## src/rtl/tft_frame_prefetch.sv

```systemverilog
// Frame-buffer read client: walks the frame in 4-word SDRAM bursts through the
// arbiter read port and serves single RGB565 pixels from a small FIFO.
module tft_frame_prefetch #(
  parameter int unsigned H_ACT      = 480,
  parameter int unsigned V_ACT      = 272,
  parameter logic [23:0] BASE_ADDR  = 24'h000000,
  parameter int unsigned FIFO_DEPTH = 16
) (
  input  logic                        clk,
  input  logic                        rst_n,
  input  logic                        iFrameStart,
  output logic                        oRd_Req,
  output logic [23:0]                 oRd_Addr,
  input  logic                        iRd_Done,
  input  logic [15:0]                 iRd_Data1,
  input  logic [15:0]                 iRd_Data2,
  input  logic [15:0]                 iRd_Data3,
  input  logic [15:0]                 iRd_Data4,
  input  logic                        iPixReq,
  output logic [15:0]                 oPixData,
  output logic                        oPixValid,
  output logic                        oUnderflow,
  output logic [$clog2(FIFO_DEPTH):0] oFifoLevel
);

  localparam int unsigned   AW        = $clog2(FIFO_DEPTH);
  localparam int unsigned   LW        = AW + 1;
  localparam logic [23:0]   FW_LAST   = 24'(H_ACT * V_ACT - 4);
  localparam logic [LW-1:0] SPACE_THR = LW'(FIFO_DEPTH - 4);

  typedef enum logic [1:0] {
    ST_IDLE = 2'd0,
    ST_REQ  = 2'd1,
    ST_PUSH = 2'd2
  } state_t;

  state_t        state_r;
  logic          rd_req_r;
  logic [23:0]   rd_addr_r;
  logic [23:0]   ctr_r;
  logic          drop_r;
  logic [1:0]    push_idx_r;
  logic [15:0]   stage_r [4];

  logic [15:0]   mem_r [FIFO_DEPTH];
  logic [AW-1:0] wr_ptr_r;
  logic [AW-1:0] rd_ptr_r;
  logic [LW-1:0] level_r;
  logic [15:0]   pix_data_r;
  logic          pix_valid_r;
  logic          underflow_r;

  logic          empty_s;
  logic          has_space_s;
  logic          push_s;
  logic          pop_s;
  logic [15:0]   push_word_s;
  logic [23:0]   ctr_next_s;

  // FIFO handshake qualifiers and next burst offset
  always_comb begin
    empty_s     = (level_r == LW'(0));
    has_space_s = (level_r <= SPACE_THR);
    push_s      = (state_r == ST_PUSH) && !iFrameStart;
    pop_s       = iPixReq && !empty_s && !iFrameStart;
    push_word_s = stage_r[push_idx_r];
    if (ctr_r == FW_LAST) begin
      ctr_next_s = 24'd0;
    end else begin
      ctr_next_s = ctr_r + 24'd4;
    end
  end

  // Burst fetch state machine: request, capture, replay into the FIFO
  always_ff @(posedge clk or negedge rst_n) begin
    if (!rst_n) begin
      state_r    <= ST_IDLE;
      rd_req_r   <= 1'b0;
      rd_addr_r  <= BASE_ADDR;
      ctr_r      <= 24'd0;
      drop_r     <= 1'b0;
      push_idx_r <= 2'd0;
      for (int i = 0; i < 4; i++) begin
        stage_r[i] <= 16'd0;
      end
    end else begin
      case (state_r)
        ST_IDLE: begin
          if (!iFrameStart && has_space_s) begin
            state_r   <= ST_REQ;
            rd_req_r  <= 1'b1;
            rd_addr_r <= BASE_ADDR + ctr_r;
          end
        end
        ST_REQ: begin
          if (iRd_Done) begin
            rd_req_r   <= 1'b0;
            stage_r[0] <= iRd_Data1;
            stage_r[1] <= iRd_Data2;
            stage_r[2] <= iRd_Data3;
            stage_r[3] <= iRd_Data4;
            drop_r     <= 1'b0;
            // A burst from before the last frame start is stale: discard it
            // and keep the counter rewound.
            if (drop_r || iFrameStart) begin
              state_r <= ST_IDLE;
            end else begin
              state_r    <= ST_PUSH;
              push_idx_r <= 2'd0;
              ctr_r      <= ctr_next_s;
            end
          end else if (iFrameStart) begin
            drop_r <= 1'b1;
          end
        end
        ST_PUSH: begin
          if (iFrameStart || push_idx_r == 2'd3) begin
            state_r    <= ST_IDLE;
            push_idx_r <= 2'd0;
          end else begin
            push_idx_r <= push_idx_r + 2'd1;
          end
        end
        default: begin
          state_r  <= ST_IDLE;
          rd_req_r <= 1'b0;
          drop_r   <= 1'b0;
        end
      endcase
      if (iFrameStart) begin
        ctr_r <= 24'd0;
      end
    end
  end

  // FIFO pointers, occupancy, sticky underflow and registered pop output
  always_ff @(posedge clk or negedge rst_n) begin
    if (!rst_n) begin
      wr_ptr_r    <= '0;
      rd_ptr_r    <= '0;
      level_r     <= '0;
      pix_data_r  <= 16'd0;
      pix_valid_r <= 1'b0;
      underflow_r <= 1'b0;
    end else begin
      pix_valid_r <= pop_s;
      if (pop_s) begin
        pix_data_r <= mem_r[rd_ptr_r];
      end
      if (iFrameStart) begin
        wr_ptr_r    <= '0;
        rd_ptr_r    <= '0;
        level_r     <= '0;
        underflow_r <= 1'b0;
      end else begin
        if (push_s) begin
          wr_ptr_r <= wr_ptr_r + AW'(1);
        end
        if (pop_s) begin
          rd_ptr_r <= rd_ptr_r + AW'(1);
        end
        case ({push_s, pop_s})
          2'b10:   level_r <= level_r + LW'(1);
          2'b01:   level_r <= level_r - LW'(1);
          default: level_r <= level_r;
        endcase
        if (iPixReq && empty_s) begin
          underflow_r <= 1'b1;
        end
      end
    end
  end

  // Pixel storage; contents are meaningless until written, so no reset
  always_ff @(posedge clk) begin
    if (push_s) begin
      mem_r[wr_ptr_r] <= push_word_s;
    end
  end

  assign oRd_Req    = rd_req_r;
  assign oRd_Addr   = rd_addr_r;
  assign oPixData   = pix_data_r;
  assign oPixValid  = pix_valid_r;
  assign oUnderflow = underflow_r;
  assign oFifoLevel = level_r;

endmodule

```

## config.mk

```make
export PLATFORM = sky130hd
export DESIGN_NAME = tft_frame_prefetch
export DESIGN_NICKNAME = d
export VERILOG_FILES = /design/src/rtl/tft_frame_prefetch.sv
export SDC_FILE = /design/constraint.sdc
export NUM_CORES = 1
export LEC_CHECK = 0
export ABC_AREA = 1
export BUFFER_PORTS_ARGS = -buffer_cell sky130_fd_sc_hd__buf_4
export CAP_MARGIN = 5
export CORE_AREA = 3 3 227 174
export DETAILED_ROUTE_END_ITERATION = 8
export DIE_AREA = 0 0 230 177
export PLACE_DENSITY = 0.68
export SYNTH_ARGS = -nofsm -noshare
export SYNTH_HDL_FRONTEND = slang
export SYNTH_SLANG_ARGS = --single-unit
```

## constraint.sdc

```tcl
create_clock -name clk -period 2.52 [get_ports clk]
set_input_delay 0.126 -clock clk [delete_from_list [all_inputs] [get_ports clk]]
set_output_delay 0.126 -clock clk [all_outputs]
set_load 0.02 [all_outputs]
```

==> results of run 1 <==
## registers in the layout (all words and copies together), names as in the netlist
name	count
stage_r	64
wr_ptr_r	4
drop_r	1
oFifoLevel	5
oPixValid	1
oPixData	16
mem_r	256
oRd_Req	1
oUnderflow	1
rd_ptr_r	4
state_r	2
push_idx_r	2
ctr_r	22
oRd_Addr	22
## layout make-up
type	instances	area [sq um]	area share, %
flip-flops and latches	401	11320	55.83
clock inverters	12	97.59	0.4813
inverters	73	277.8	1.370
multi-input cells	1004	4810	23.72
clock buffers	57	1075	5.301
repair buffers	245	2066	10.19
well taps	504	630.6	3.110
## per-stage QoR
| stage | setup WS [ns] | hold WS, ns |
|---|---|---|
| CTS | 0.3948 | 0.1383 |
| finish | 0.3759 | 0.1147 |
| floorplan | -0.1222 | -0.1696 |
| global placement | 0.4692 | 0.1358 |
| global route | 0.2160 | 0.1828 |
| detailed placement | 0.4180 | 0.1492 |
## cell usage after synthesis, drive strengths merged, types with 6 or more instances
master / number / area (sq um)
inv: 72 / 272.8
nand4: 14 / 87.58
xor2: 6 / 52.55
nand3: 47 / 250.2
o21ai: 210 / 1051
dfrtp: 145 / 3628
o221ai: 38 / 332.8
edfxtp: 256 / 7687
o211ai: 27 / 202.7
buf: 42 / 247.7
ha: 9 / 112.6
o22ai: 41 / 256.5
a21oi: 10 / 61.31
nor3: 28 / 140.1
nor2: 206 / 788.3
nand2: 360 / 1359
clkbuf: 45 / 173.9
## cells by family after synthesis
| kind of cell | after synthesis | synth area share, % |
|---|---|---|
| XOR/XNOR | 7 | 0.3659 |
| buffers and inverters | 160 | 4.167 |
| AND/OR/NAND/NOR | 657 | 15.74 |
| adder cells (fa/ha/maj) | 9 | 0.6721 |
| flip-flops | 401 | 67.54 |
| other | 1 | 0.02238 |
| AO/OA/AOI/OAI | 329 | 11.49 |
## final timing paths
path | startpoint | end | slack [ns] | depth (start not counted)
setup / recovery | state_r[1] | mem_r[5][1] | 0.38 | 7
hold / removal | rst_n | stage_r[42] | 0.11 | 2
setup reg to reg | state_r[1] | mem_r[5][1] | 0.38 | 7
hold reg to reg | stage_r[25] | stage_r[25] | 0.47 | 2
max in group asynchronous | rst_n | stage_r[33] | 1.60 | 3
min in group clk | iRd_Data1[7] | stage_r[55] | 0.33 | 4
## worst max-delay path, cell delays in order, from the launching register on
cell,delay (ns)
dfrtp_1,0.42
inv_2,0.06
nor2_1,0.22
inv_1,0.12
nor2_2,0.18
inv_1,0.27
nor3_2,0.19
buf_4,0.34
## repair_timing
| item | in CTS | in global routing |
|---|---|---|
| setup endpoints to repair | 0 | 0 |
| endpoints found under the hold margin | 129 | 0 |
| hold buffers | 69 | 0 |
## power groups by stage
stage | Combinational (W) | Clock (W) | Sequential [W]
6_report | 0.00679 | 0.00546 | 0.00963
5_1_grt | 0.00754 | 0.00583 | 0.00972
4_1_cts | 0.00678 | 0.00555 | 0.00962
3_5_place_dp | 0.00665 | 0 | 0.00974
3_3_place_gp | 0.00650 | 0 | 0.00972
2_1_floorplan | 0.00384 | 0 | 0.00980
## metal layers
metal	wire [um]	part of all wire [%]
met3	3785	8.6
met4	791	1.8
met2	19980	45
met1	19550	44
met5	0	0
==> run summary, run 1 <==
Clock transition at path regs = 0.06 ns
Post-DP Area = 18410 sq um
Num Clock Sinks = 401
Clk buf depth = 3
Register area share after synthesis = 67.54%
Fin crit share = 85.08%
GRT Max-Usage Layer = met2
CP Launch Type = register
Final setup TNS = 0 ns
Port bufs = 114
Overall routing resource usage = 21.82%
Clock Power Share = 25.0%
# IOs = 117
M2 GR Usage = 33.87%
Final HPWL DP = 27.53 mm
Slew HR = 47.27%
Clk_lat worst skew = 0.54 ns
DRC Markers = 0
Drt pass-1 iters = 6
Most frequent cells in the layout = nand2_1 (357), edfxtp_1 (256), nor2_1 (202), o21ai_0 (189), buf_4 (171)
Drt total wl = 44.11 mm
GP Congestion = 0.9253
Internal power = 0.01418 W
Post-route ant nets = 0
Post-synth cell types = 37
Post-CTS Setup Inserts = 0
Ys flop type = edfxtp_1
Post-layout nets = 1842
Worst setup EP type = register
H-tree Lvls = 2
Diodes inserted = 0
Drt wl/cell = 19.21 um
Post-synth EDFFs = 256
Worst path arrival time = 2.34 ns
Fraction of registers with async set/reset = 36.16%
First-pass GRT wire length = 69.49 mm
Most common library cell in the layout ignoring fill and taps = nand2_1
# resized after CTS = 0
GR Util met1 = 31.54%
WS Path Type = register to register
Die Y = 177 um
Sw Share = 35.16%
Hold Crit Class = input port to async pin
Max cap viols = 0
Clock skew = 0.02351 ns
RSZ-0062 raised after global routing = no
Synth-to-layout area growth = 21.02%
Met3 Use GR = 4.633%
Slew Limit Fails = 0
Total power draw = 0.02187 W
Iteration-0 DRC Markers = 1324
Actual slew at the worst max-slew pin = 0.7881 ns
Outcome = finished, final reports clean
Vias in the first global route = 12240
CTS Root Cell = clkbuf_16
Min Tclk post-route = 2.144 ns
Crit Path Max Fanout = 16
Layout cells sized above 1 = 14.29%
Grt ovf = 0
Core Util, Final = 54.67%
Routed vias/inst = 5.419
Cts bufs inserted = 39
Area of the die = 40710 sq um
Reg power frac = 44.0%
FMAX = 466.4 MHz
Total power per unit cell area = 1079 nW/um^2
Worst EP required = 2.71 ns
Post-Syn Area = 16750 sq um
Rows = 61
Synth warn = 0
Sw power = 0.007690 W
Core Area = 37090 sq um
Worst vdd ir = 0.5437 mV
Dpl cells = 2158
Final instance area = 20280 sq um
CTS tree = built
Die X = 230 um
Vias = 12441
Logic pwr share = 31.0%
Initial antenna violation count = 0
Layout Cells excl Fill = 2296
Syn_area_per_cell = 10.71 sq um
Filler instances = 3175
Post-Syn Instances = 1564
Leak pwr = 8.167 nW
Final hold violation count = 0
Flops & latches, synth = 401
Largest net degree at the start of global routing = 86
Final setup viols = 0
Initial Util = 45.17%
No activity file was read; power rests on OpenSTA's default activity.
==> run 2: changes to the inputs <==
- PLACE_DENSITY: 0.68 -> default
==> run 2 against run 1 <==
  * Utilization up 0.66 points
  * Flip-flop and latch count unchanged
  * Power increased by 3.3%
  * Register-to-register slack gained 0.08 ns
  * Count of clock-buffer cells in the layout is 1 lower
  * Cell count increased by 0.48%
  * Critical path type unchanged
==> run summary, run 2 (synthesis gave the netlist of run 1 again) <==
Filler instances = 3217 (+1.3%)
Sw Share = 34.82% (-0.33 points)
Logic pwr share = 30.4% (-0.6 points)
CTS Root Cell = clkbuf_16
Actual slew at the worst max-slew pin = 0.7632 ns (-0.02497 ns)
Clk_lat worst skew = 0.56 ns (+0.02 ns)
Outcome = finished, final reports clean
Core Area = 37090 sq um (unchanged)
Final HPWL DP = 29.03 mm (+5.4%)
RR Startpoint = oFifoLevel[0]
Synth-to-layout area growth = 22.49%
RSZ-0062 raised after global routing = no
Vias = 12403 (-0.31%)
Grt ovf = 0 (unchanged)
Post-CTS Setup Inserts = 0 (unchanged)
Drt wl/cell = 19.57 um (+1.9%)
CTS tree = built
Most flops, register = mem_r
Slew HR = 48.94% (+1.7 points)
CTS Hold Bufs = 69 (unchanged)
Sw power = 0.007866 W (+2.3%)
Worst setup EP type = register
Post-layout nets = 1849 (+0.38%)
Routed vias/inst = 5.376 (-0.78%)
Num Clock Sinks = 401 (unchanged)
Max cap viols = 0 (unchanged)
Place WS = 0.4528 ns (+0.03481 ns)
Reg power frac = 42.7% (-1.3 points)
Most frequent cells in the layout = nand2_1 (357), edfxtp_1 (256), nor2_1 (198), o21ai_0 (189), buf_4 (175)
FF-to-FF End = oRd_Addr[22]
Die Y = 177 um (unchanged)
Drt pass-1 iters = 5 (-1)
WS Path Type = register to register
Biggest regs = mem_r (256), stage_r (64)
Crit Path Max Fanout = 43 (+27)
Final setup viols = 0 (unchanged)
CP Launch Type = register
Drt total wl = 45.15 mm (+2.4%)
H-tree Lvls = 2 (unchanged)
Slew Limit Fails = 0 (unchanged)
Cts bufs inserted = 40 (+2.6%)
Clk buf depth = 3 (unchanged)
Iteration-0 DRC Markers = 1278 (-3.5%)
Leak pwr = 8.272 nW (+1.3%)
Hold Crit Class = input port to async pin
Final hold violation count = 0 (unchanged)
Post-route ant nets = 0 (unchanged)
Most common library cell in the layout ignoring fill and taps = nand2_1
# IOs = 117 (unchanged)
Die X = 230 um (unchanged)
Worst path arrival time = 2.50 ns (+0.16 ns)
Clock Power Share = 26.9% (+1.9 points)
Clock transition at path regs = 0.06 ns (about the same)
# resized after CTS = 0 (unchanged)
Vias in the first global route = 12261 (+0.17%)
Max FFs per register = 256 (unchanged)
Fin worst setup slack = 0.4578 ns (+0.08197 ns)
Port bufs = 114 (unchanged)
FMAX = 484.9 MHz (+4.0%)
Layout cells sized above 1 = 15.36% (+1.1 points)
R2R depth = 7 (unchanged)
DRC Markers = 0 (unchanged)
Rows = 61 (unchanged)
Largest net degree at the start of global routing = 65 (-24%)
FF-to-FF setup slack = 0.46 ns (+0.08 ns)
Total power per unit cell area = 1101 nW/um^2 (+2.0%)
Reg area = 11320 sq um (unchanged)
Overall routing resource usage = 22.55% (+0.73 points)
Internal power = 0.01472 W (+3.8%)
GP Congestion = 0.9138 (-1.2%)
Final setup TNS = 0 ns (unchanged)
Worst vdd ir = 0.6771 mV (+25%)
Area of the die = 40710 sq um (unchanged)
Multi-input logic area = 4820 sq um (+0.21%)
Min Tclk post-route = 2.062 ns (-0.08197 ns)
Initial antenna violation count = 1 (+1)
Worst EP required = 2.96 ns (+0.25 ns)
Diodes inserted = 0 (unchanged)
Fin crit share = 81.83% (-3.3 points)
Clock skew = 0.03015 ns (+0.006646 ns)
Initial Util = 45.17% (unchanged)
First-pass GRT wire length = 71.97 mm (+3.6%)
run 2: critical path, cell delays in order, from the launching register on:
cell and delay [ns]:
dfrtp_1 0.45, nor2_1 0.22, o211ai_1 0.16, nand2_1 0.09, nand2_1 0.07, nor2_2 0.16
nand2_2 0.46, o21ai_1 0.33
run 2: power groups by stage:
stage          logic (W)  registers, W  clock network (W)
2_1_floorplan    0.00384       0.00980                  0
3_3_place_gp     0.00674       0.00976                  0
3_5_place_dp     0.00683       0.00977                  0
4_1_cts          0.00694       0.00964            0.00620
5_1_grt          0.00772       0.00973            0.00646
6_report         0.00687       0.00965            0.00607
run 2: routing by layer:
metal  track usage (%)  vias to the layer above  wire, um
met1             34.84                     6025     21450
met4             5.062                        0       790
li1                  -                     5869         -
met5                 0                        -         0
met2             33.61                      445     19910
met3             3.636                       64      3004
run 2: cell type report:
cell class,instances,area share (%)
Clock buffer,56,5.469
Sequential cell,401,55.16
Inverter,73,1.353
Timing Repair Buffer,251,10.41
Clock inverter,18,1.055
Tap cell,504,3.073
Multi-Input combinational cell,1004,23.48
run 2: worst max path at each step:
stage,from,to,slack [ns]
after floorplan,state_r[1],mem_r[0][0],-0.12
after global placement,oFifoLevel[0],oRd_Addr[16],0.50
after detailed placement,state_r[1],mem_r[12][15],0.45
after CTS,state_r[1],mem_r[12][12],0.43
after global routing,oFifoLevel[0],oRd_Addr[3],0.18
final,oFifoLevel[0],oRd_Addr[22],0.46
run 2: per-stage QoR:
| stage | total power, W | instance area (sq um) | utilization, % | std cells | hold WS [ns] |
|---|---|---|---|---|---|
| 2_1_floorplan | 0.01364 | 16760 | - | 1565 | -0.1696 |
| 3_5_place_dp | 0.01660 | 18490 | 49.86 | 2164 | 0.1582 |
| 4_1_cts | 0.02279 | 20520 | 55.33 | 2307 | 0.1451 |
| 6_report | 0.02259 | 20520 | 55.33 | 2307 | 0.1373 |
| 5_1_grt | 0.02392 | 20520 | 55.33 | 2307 | 0.2023 |
| 3_3_place_gp | 0.01649 | 18490 | 49.86 | 2164 | 0.1530 |
